==> src/rtl/tristate_bus_arbiter.sv <==
// Round-robin arbiter for a shared tri-state bus: one-hot OE per tenure,
// bounded tenure length, and guaranteed all-OE-low turnaround between tenures.
module tristate_bus_arbiter #(
    parameter int unsigned N           = 4,
    parameter int unsigned MAX_HOLD    = 8,
    parameter int unsigned TURN_CYCLES = 1,
    localparam int unsigned SW         = (N > 1) ? $clog2(N) : 1
) (
    input  logic          clk,
    input  logic          rst,
    input  logic [N-1:0]  req,
    output logic [N-1:0]  oe,
    output logic [N-1:0]  grant,
    output logic [SW-1:0] sel,
    output logic          busy
);

    localparam int unsigned HW = $clog2(MAX_HOLD + 1);
    localparam int unsigned TW = $clog2(TURN_CYCLES + 1);

    typedef enum logic [1:0] {
        IDLE  = 2'd0,
        GRANT = 2'd1,
        TURN  = 2'd2
    } state_t;

    state_t        state, state_nx;
    logic [N-1:0]  grant_nx;
    logic [SW-1:0] sel_nx;
    logic [SW-1:0] ptr, ptr_nx;
    logic [HW-1:0] hold, hold_nx;
    logic [TW-1:0] turn, turn_nx;
    logic          busy_nx;

    logic          found;
    logic [SW-1:0] win;
    logic [N-1:0]  win_onehot;
    logic [SW-1:0] sel_inc;
    int unsigned   idx;

    // Drivers take OE straight from the grant register, so both always agree.
    assign oe = grant;

    // First requester at or above the pointer, wrapping; index kept below N.
    always_comb begin
        found = 1'b0;
        win   = '0;
        idx   = 0;
        for (int i = 0; i < int'(N); i++) begin
            idx = int'(ptr) + i;
            if (idx >= N) idx = idx - N;
            if (!found && req[SW'(idx)]) begin
                found = 1'b1;
                win   = SW'(idx);
            end
        end
    end

    always_comb begin
        win_onehot      = '0;
        win_onehot[win] = 1'b1;
    end

    assign sel_inc = (sel == SW'(N - 1)) ? '0 : sel + SW'(1);

    // Next-state and registered-output decode.
    always_comb begin
        state_nx = state;
        grant_nx = grant;
        sel_nx   = sel;
        ptr_nx   = ptr;
        hold_nx  = hold;
        turn_nx  = turn;
        case (state)
            IDLE: begin
                if (found) begin
                    state_nx = GRANT;
                    grant_nx = win_onehot;
                    sel_nx   = win;
                    hold_nx  = HW'(1);
                end
            end
            GRANT: begin
                if (!req[sel] || hold == HW'(MAX_HOLD)) begin
                    state_nx = TURN;
                    grant_nx = '0;
                    ptr_nx   = sel_inc;
                    hold_nx  = '0;
                    turn_nx  = TW'(1);
                end else begin
                    hold_nx = hold + HW'(1);
                end
            end
            TURN: begin
                if (turn == TW'(TURN_CYCLES)) begin
                    turn_nx = '0;
                    if (found) begin
                        state_nx = GRANT;
                        grant_nx = win_onehot;
                        sel_nx   = win;
                        hold_nx  = HW'(1);
                    end else begin
                        state_nx = IDLE;
                    end
                end else begin
                    turn_nx = turn + TW'(1);
                end
            end
            default: begin
                state_nx = IDLE;
                grant_nx = '0;
                hold_nx  = '0;
                turn_nx  = '0;
            end
        endcase
        busy_nx = (state_nx != IDLE);
    end

    // Async reset releases the bus immediately, even mid-tenure.
    always_ff @(posedge clk or posedge rst) begin
        if (rst) begin
            state <= IDLE;
            grant <= '0;
            sel   <= '0;
            ptr   <= '0;
            hold  <= '0;
            turn  <= '0;
            busy  <= 1'b0;
        end else begin
            state <= state_nx;
            grant <= grant_nx;
            sel   <= sel_nx;
            ptr   <= ptr_nx;
            hold  <= hold_nx;
            turn  <= turn_nx;
            busy  <= busy_nx;
        end
    end

endmodule

==> config.mk <==
export PLATFORM = sky130hd
export DESIGN_NAME = tristate_bus_arbiter
export DESIGN_NICKNAME = d
export VERILOG_FILES = /design/src/rtl/tristate_bus_arbiter.sv
export SDC_FILE = /design/constraint.sdc
export NUM_CORES = 1
export LEC_CHECK = 0
export CAP_MARGIN = 10
export CORE_MARGIN = 2
export CORE_UTILIZATION = 56
export CTS_CLUSTER_SIZE = 25
export DETAILED_ROUTE_END_ITERATION = 10
export GPL_TIMING_DRIVEN = 1
export MAX_ROUTING_LAYER = met4
export PLACE_DENSITY = 0.83
export SLEW_MARGIN = 0
export SYNTH_ARGS = -nofsm -noshare
export SYNTH_HDL_FRONTEND = slang
export SYNTH_SLANG_ARGS = --single-unit
export TNS_END_PERCENT = 1
==> constraint.sdc <==
create_clock -name clk -period 3.4 [get_ports clk]
set_input_delay 0.51 -clock clk [delete_from_list [all_inputs] [get_ports clk]]
set_output_delay 0.51 -clock clk [all_outputs]
set_load 0.01 [all_outputs]
# [Yosys cells after proc, flatten, opt, wreduce, memory -nomap -nowiden]
# Cells that the tools add are included.
[totals] regBits=16 inputBits=6
[op_classes] n_addsub=10 n_lt_le_gt_ge=11 eq_ne=6 muxes=44 bitwise_logic=1 n_reduce_logical=16
[op_table] op="2-bit two-way mux" count=14
[op_table] op="4-bit two-way mux" count=6
[op_table] op="4-bit one-hot mux with 3 select lines" count=2
[op_table] op="2-bit by 3-bit less-than comparator with 1-bit output, second input constant" count=6
[op_table] op="1-bit two-way mux" count=13
[op_table] op="1-bit binary-select mux with 2-bit select" count=5
[op_table] op="3-bit >= comparator, second input constant" count=3
[op_table] op="2-bit AND reduction" count=4
[op_table] op="2-bit by 1-bit subtractor with 2-bit output, second input constant" count=4
[op_table] op="2-bit by 2-bit adder with 3-bit output, second input constant" count=2
[op_table] op="2-bit one-hot mux with 3 select lines" count=1
[op_table] op="4-bit by 1-bit adder with 4-bit output, second input constant" count=1
[op_table] op="2-bit == test, second input constant" count=2
[op_table] op="4-bit == test, second input constant" count=1
[op_table] op="1-bit logical AND" count=4
[op_table] op="1-bit logical NOT" count=4
[op_table] op="2-bit inequality test, second input constant" count=2
[op_table] op="2-bit one-hot mux with 2 select lines" count=1
[op_table] op="2-bit nonzero test" count=2
[op_table] op="2-bit by 1-bit adder with 3-bit output, second input constant" count=1
[op_table] op="2-bit by 3-bit >= comparator with 1-bit output, second input constant" count=1
[op_table] op="1-bit one-hot mux with 3 select lines" count=1
[op_table] op="2-bit by 1-bit adder with 2-bit output, second input constant" count=1
[op_table] op="1-bit demux with 2-bit select" count=1
[op_table] op="other kinds (6)" count=6

# [Depth between registers and ports, before layout]
# Gate-level depths: netlist of the first run.
[depth] depth_word=21 ltp_mapped=8 depth_no_buf=6

# [Worst setup path after synthesis of the first run]
# No wires, ideal clock.
[synth_path] path_type="input port to flip-flop" startpoint="in req[3]" endpoint="reg grant[1]" setup_ns=0.110 t_arrival_ns=1.717 setup_slack_ns=1.573 path_stages=5 cell_sequence="buf_6 -> mux4_2 -> and3_1 -> buf_6 -> o41ai_1"
[synth_between] elab_chain_len=19 word_cells_on_any_way=36 cone_classes="order compare: 2; eq/ne: 1; mux: 23; reduce/logical: 10"
[synth_lines] item="start, declared" line="11" source="input logic [N-1:0] req,"
[synth_lines] item="1-bit binary-select mux with 2-bit select" line="52" source="if (!found && req[SW'(idx)]) begin"
[synth_lines] item="1-bit two-way mux (implied by the code)" line="52"
[synth_lines] item="1-bit two-way mux" line="52"
[synth_lines] item="1-bit logical NOT" line="52"
[synth_lines] item="1-bit logical AND" line="52"
[synth_lines] item="1-bit two-way mux" line="52"
[synth_lines] item="1-bit logical NOT" line="52"
[synth_lines] item="1-bit logical AND" line="52"
[synth_lines] item="(+3 left out)"
[synth_lines] item="2-bit two-way mux" line="52"
[synth_lines] item="2-bit by 3-bit less-than comparator with 1-bit output (implied by the code) or 2-bit by 1-bit >= comparator with 1-bit output (tied branches)" line="61" source="win_onehot[win] = 1'b1;"
[synth_lines] item="1-bit logical AND (implied by the code)" line="61"
[synth_lines] item="1-bit two-way mux (implied by the code)" line="61"
[synth_lines] item="1-bit demux with 2-bit select" line="61"
[synth_lines] item="4-bit two-way mux" line="76, 97"
[synth_lines] item="4-bit two-way mux" line="95" source="if (turn == TW'(TURN_CYCLES)) begin"
[synth_lines] item="4-bit one-hot mux with 3 select lines" line="74" source="case (state)"
[synth_lines] item="end signal, assigned" line="131" source="grant <= grant_nx;"
[synth_lines] item="end, declared" line="13" source="output logic [N-1:0] grant,"
# Several ways; a longest one is shown, not always the timed one. The select of a mux whose other input is x is not followed.
# A chain may end at the register's enable or synchronous reset.

# [Worst setup path after layout of the first run]
[layout_path] startpoint="in req[0]" endpoint="reg ptr[1]"
[layout_between] elab_chain_len=5
[layout_lines] item="1-bit binary-select mux with 2-bit select" line="84" source="if (!req[sel] || hold == HW'(MAX_HOLD)) begin"
[layout_lines] item="1-bit two-way mux (implied by the code)" line="84"
[layout_lines] item="1-bit logical NOT" line="84"
[layout_lines] item="1-bit logical OR" line="84"
[layout_lines] item="2-bit AND reduction (no line)"
[layout_lines] item="end signal, assigned" line="133" source="ptr <= ptr_nx;"
[layout_lines] item="end, declared" line="30" source="logic [SW-1:0] ptr, ptr_nx;"
# Every way passes these cells. The select of a mux whose other input is x is not followed.

==> flow_summary.json, run 1 <==
{
  "rsz0062_at_grt": "false",
  "max_freq_mhz": 470.9,
  "dp_cells": 143,
  "crit_type": "input port to flop",
  "p_clk_share_pct": 11.9,
  "postSynthCellCount": 110,
  "drv_slew": 0,
  "pin_count": 17,
  "clk_pin_slew_worst_paths_ns": 0.10,
  "crit_fanout": 7,
  "ys_seq_elements": 16,
  "drive_above_1_share_pct": 8.197,
  "critPathRequiredTime_ns": 3.58,
  "drtAntennaViolNets": 0,
  "coreArea_sq_um": 1764,
  "crit_chain": "clkdlybuf4s50_1, nor2b_1, a2111oi_0, a311oi_1, mux2_2",
  "period_minus_slack_ns": 2.124,
  "place_ws_ns": 0.9887,
  "yosys.area.top_type": "dfrtp_1",
  "holdBufCountCts": 0,
  "layout_setup_ws_ns": 1.276,
  "pwr-share-seq_pct": 33.1,
  "antenna_found_initial": 0,
  "cts_made_buffers": 3,
  "antennaDiodeCount": 0,
  "p_leak_nw": 0.5407,
  "cts_tree": "done",
  "drt-vias-per-instance": 6.102,
  "slowest_delay_ns": 0.60,
  "ys_async_sr_fraction_pct": 100.0,
  "synth_flop_cell": "dfrtp_1",
  "switching_share_pct": 42.40,
  "fin_nets": 137,
  "cts_resized": 0,
  "holdWs_ns": 0.5145,
  "power_density_nw_per_um2": 846.8,
  "hp-class": "flop to flop",
  "numClockSinks": 16,
  "finClkSkew_ns": 0.002692,
  "max_slew_margin_pct": 58.65,
  "worst_pin_slew_ns": 0.6160,
  "yosys_warnings": 0,
  "synth_area_leaders": "dfrtp_1, ha_1, inv_1",
  "intPower_mw": 0.6079,
  "post-route-util_pct": 70.64,
  "gp_congestion": 0.8323,
  "grt_pass1_wl_mm": 3.525,
  "die-area_sq_um": 2293,
  "synthesis.area_sq_um": 1079,
  "gr-total-overflow": 0,
  "die_w_um": 47.89,
  "drt_iter0_drc": 40,
  "status": "completed",
  "clk_latency_ns": 0.28,
  "start_util_pct": 61.13,
  "grt_usage_pct": 22.53,
  "wl_mm": 2.186,
  "final_cells": 147,
  "synth_top_area_share_pct": 37.12,
  "cap_violations": 0,
  "cp-end-kind": "flop",
  "slowest_stage": "clkdlybuf4s50_1",
  "first_pass_iters": 4,
  "hpwl_mm": 1.612,
  "h-tree-depth": 1,
  "fin_setup_tns_ns": 0,
  "drcViolationCount": 0,
  "routedWlPerCell_um": 14.87,
  "period_share_pct": 62.46,
  "vias": 897,
  "synth_nets": 124,
  "max-vdd-ir-drop_mv": 0.6148,
  "grt_pass1_vias": 767,
  "switchingPower_mw": 0.4475,
  "rows": 15,
  "ys_types": 46,
  "cts.root.buffer_cell": "clkbuf_4",
  "port_buffers": 16,
  "yosysSeqAreaShare_pct": 37.12,
  "clock_path_buffers": 2,
  "cp-start-kind": "input port",
  "finalHoldViolCount": 0,
  "power_frac_comb_pct": 55.0,
  "setup_viol": 0,
  "die_h_um": 47.89,
  "arrival_ns": 2.30,
  "post_cts_buffers": 0,
  "grt_max_degree": 17,
  "syn_avg_cell_area_sq_um": 9.805,
  "syn_to_final_growth_pct": 15.55,
  "synth_edf_count": 0
}
==> synthesized netlist by cell type (all sizes together), types with 2 or more instances <==
master   n
a211oi   2
a21oi    4
buf      6
clkbuf   2
dfrtp   16
ha       8
inv      9
mux2     2
mux2i    2
nand2    4
nand2b   3
nand3    2
nor2     8
nor2b    3
nor4     2
o21ai    6
o31ai    3
o41ai    3
or3      2
==> worst max-delay path, delay by kind of cell <==
| kind | cells | cell delay, ns |
|---|---|---|
| mux | 1 | 0.40 |
| simple gates | 1 | 0.16 |
| buf+inv | 1 | 0.60 |
| compound gates | 2 | 0.64 |
==> cells by family (layout without fill, tap and decap cells) <==
group,after synthesis,after routing,share of synthesized area [%]
DFF,16,16,37.12
buffers and inverters,17,29,8.701
muxes,5,5,6.032
adders and majority gates,8,8,9.281
and+or+nand+nor,29,29,14.97
AOI/OAI and AO/OA,35,35,23.90
==> metrics by stage <==
step | cell area, sq um | power, mW
after floorplan | 1079 | 0.7590
after global placement | 1210 | 0.8981
after detailed placement | 1210 | 0.9265
after CTS | 1246 | 1.057
after global routing | 1246 | 1.145
final | 1246 | 1.055
==> power groups by stage <==
| stage | Sequential (mW) | Clock [mW] | Combinational [mW] |
|---|---|---|---|
| 6_report | 0.349 | 0.126 | 0.580 |
| 5_1_grt | 0.359 | 0.138 | 0.648 |
| 4_1_cts | 0.348 | 0.128 | 0.581 |
| 3_5_place_dp | 0.352 | 0 | 0.574 |
| 3_3_place_gp | 0.347 | 0 | 0.551 |
| 2_1_floorplan | 0.348 | 0 | 0.411 |
==> state kept, by name (all words and copies together) (netlist names) <==
signal / cells
state: 2
busy: 1
grant: 4
hold: 4
turn: 1
sel: 2
ptr: 2
==> path summary, 6_finish.rpt <==
kind,start,to,slack (ns),depth (start not counted)
setup / recovery,req[0],ptr[1]$_DFFE_PP0P_,1.28,5
hold / removal,hold[3]$_DFFE_PP0P_,hold[3]$_DFFE_PP0P_,0.51,1
setup reg to reg,state[1]$_DFF_PP0_,ptr[1]$_DFFE_PP0P_,1.41,6
hold reg to reg,hold[3]$_DFFE_PP0P_,hold[3]$_DFFE_PP0P_,0.51,1
max in group asynchronous,rst,hold[0]$_DFFE_PP0P_,2.42,2
min in group asynchronous,rst,hold[3]$_DFFE_PP0P_,0.59,2
==> cell usage in the layout (no fill, tap or decap), types with 3 or more instances in the layout <==
cell type	Yosys	routed
dfrtp_1	16	16
ha_1	8	8
nor2b_1	3	3
o21ai_1	4	4
clkdlybuf4s50_1	0	16
nand2b_1	3	3
a21oi_1	4	4
o31ai_1	3	3
nand2_1	4	4
clkbuf_4	0	3
inv_1	9	9
nor2_1	8	8
o41ai_1	3	3
==> metal layers <==
metal / track usage (%) / vias up / share of wire [%]
met5: - / - / 0
met4: 6.486 / 0 / 0.50
met3: 3.396 / 2 / 5.8
met2: 36.27 / 40 / 49
met1: 29.23 / 423 / 45
li1: - / 432 / -
==> cell type report <==
class                      count  area [sq um]
fill                         157         518.0
sequential                    16         400.4
timing repair buffer          16         160.2
multi-input combinational     77         584.3
clock buffer                   4         36.28
tap                           25         31.28
inverter                       9         33.78
(Power assumes the default switching activity.)
==> run 2, diff against run 1 <==
--- a/config.mk
+++ b/config.mk
@@ -7,12 +7,12 @@
 export LEC_CHECK = 0
 export CAP_MARGIN = 10
 export CORE_MARGIN = 2
-export CORE_UTILIZATION = 56
+export CORE_UTILIZATION = 52
 export CTS_CLUSTER_SIZE = 25
 export DETAILED_ROUTE_END_ITERATION = 10
 export GPL_TIMING_DRIVEN = 1
 export MAX_ROUTING_LAYER = met4
-export PLACE_DENSITY = 0.83
+export PLACE_DENSITY = 0.78
 export SLEW_MARGIN = 0
 export SYNTH_ARGS = -nofsm -noshare
 export SYNTH_HDL_FRONTEND = slang
==> constraint.sdc (replaced) <==
create_clock -name clk -period 2.19 [get_ports clk]
set_input_delay 0.3285 -clock clk [delete_from_list [all_inputs] [get_ports clk]]
set_output_delay 0.3285 -clock clk [all_outputs]
set_load 0.01 [all_outputs]
==> flow_summary.json, run 2 (same netlist as run 1, synthesis figures left out) <==
{
  "status": "completed",
  "clk_pin_slew_worst_paths_ns": 0.10,
  "grt_pass1_vias": 848,
  "hpwl_mm": 1.712,
  "cap_violations": 0,
  "crit_chain": "inv_1, ha_1, mux2i_1, or2_1, nor4_1, a32o_1",
  "port_buffers": 16,
  "coreArea_sq_um": 1962,
  "mostFrequentLayoutCells": "dfrtp_1, clkdlybuf4s50_1, inv_1, nor2_1, ha_1",
  "routedWlPerCell_um": 14.88,
  "syn_to_final_growth_pct": 17.29,
  "gr-total-overflow": 0,
  "grt_pass1_wl_mm": 3.926,
  "finClkSkew_ns": 0.009135,
  "max_slew_margin_pct": 57.90,
  "cts.root.buffer_cell": "clkbuf_4",
  "switching_share_pct": 42.33,
  "antennaDiodeCount": 0,
  "slowest_stage": "dfrtp_1",
  "intPower_mw": 0.9306,
  "holdBufCountCts": 0,
  "p_leak_nw": 0.5521,
  "rsz0062_at_grt": "false",
  "max-vdd-ir-drop_mv": 0.7655,
  "power_frac_comb_pct": 56.8,
  "grt_usage_pct": 21.17,
  "pwr-share-seq_pct": 33.8,
  "period_share_pct": 88.83,
  "critPathRequiredTime_ns": 2.40,
  "r2r_slack_ns": 0.24,
  "switchingPower_mw": 0.6830,
  "cp-end-kind": "flop",
  "worst_pin_slew_ns": 0.6308,
  "drt-vias-per-instance": 5.783,
  "hp-class": "input port to asynchronous set/reset pin",
  "cts_resized": 0,
  "arrival_ns": 2.16,
  "power_density_nw_per_um2": 1276,
  "grt_max_degree": 17,
  "reg.largest.list": "grant x4, hold x4",
  "die-area_sq_um": 2454,
  "die_h_um": 49.54,
  "start_util_pct": 54.97,
  "die_w_um": 49.54,
  "finalHoldViolCount": 0,
  "clock_path_buffers": 2,
  "antenna_found_initial": 0,
  "p_clk_share_pct": 9.5,
  "post-route-util_pct": 64.48,
  "cp-start-kind": "flop",
  "rows": 16,
  "drv_slew": 0,
  "fin_nets": 141,
  "cts_made_buffers": 3,
  "drcViolationCount": 0,
  "slowest_delay_ns": 0.45,
  "drt_iter0_drc": 15,
  "cts_tree": "done",
  "drive_above_1_share_pct": 10.40,
  "crit_type": "flop to flop",
  "nFillCells": 186,
  "fin_setup_tns_ns": 0,
  "wl_mm": 2.261,
  "post_cts_buffers": 0,
  "first_pass_iters": 4,
  "crit_fanout": 9,
  "drtAntennaViolNets": 0,
  "gp_congestion": 0.7866,
  "vias": 879,
  "period_minus_slack_ns": 1.945,
  "h-tree-depth": 1,
  "max_freq_mhz": 514.0,
  "numClockSinks": 16,
  "clk_latency_ns": 0.28,
  "setup_viol": 0,
  "pin_count": 17
}
==> run 2: per-layer routing <==
metal,vias up,GRT usage [%],wire length [um]
met4,0,2.778,9
met2,20,36.44,1103
li1,438,-,-
met1,419,27.40,1059
met5,-,-,0
met3,2,2.727,89
==> run 2: power groups by stage <==
stage                     clock [mW]  combinational (mW)  sequential [mW]
after CTS                      0.158               0.921            0.544
after global routing           0.171                1.03            0.568
after global placement             0               0.890            0.542
after detailed placement           0               0.912            0.549
after floorplan                    0               0.639            0.540
final                          0.153               0.916            0.545
==> run 2: worst paths after layout <==
| check | start | endpoint | cells past startpoint |
|---|---|---|---|
| min in group clk | grant[2]$_DFFE_PP0P_ | grant[2]$_DFFE_PP0P_ | 1 |
| min reg2reg | grant[2]$_DFFE_PP0P_ | grant[2]$_DFFE_PP0P_ | 1 |
| max reg2reg | state[0]$_DFF_PP0_ | grant[2]$_DFFE_PP0P_ | 6 |
| min | rst | hold[1]$_DFFE_PP0P_ | 2 |
| max | state[0]$_DFF_PP0_ | grant[2]$_DFFE_PP0P_ | 6 |
| max in group asynchronous | rst | hold[0]$_DFFE_PP0P_ | 2 |
==> run 2: metrics by stage <==
step	cells	instance area (sq um)	power, mW	hold slack, ns	setup slack [ns]
2_1_floorplan	110	1079	1.178	0.2422	0.3706
3_3_place_gp	149	1242	1.432	0.4914	0.04054
3_5_place_dp	149	1242	1.461	0.5060	0.001521
4_1_cts	152	1265	1.624	0.4584	0.2600
5_1_grt	152	1265	1.768	0.4858	0.07552
6_report	152	1265	1.614	0.4322	0.2446
==> run 2: area by class of cell <==
class                      instances  area [sq um]  share of cell area, %
clock buffer                       3         22.52                  1.780
inverter                           9         33.78                  2.671
tap                               27         33.78                  2.671
timing repair buffer              20         190.2                  15.03
multi-input combinational         77         584.3                  46.19
sequential                        16         400.4                  31.65
==> run 2: critical path: cells and delay by family, from the launching register on <==
family	cells	cell delay, ns
mux	1	0.12
flops	1	0.45
compound gates	1	0.23
fa+ha+maj	1	0.33
simple gates	2	0.62
buf+inv	1	0.12
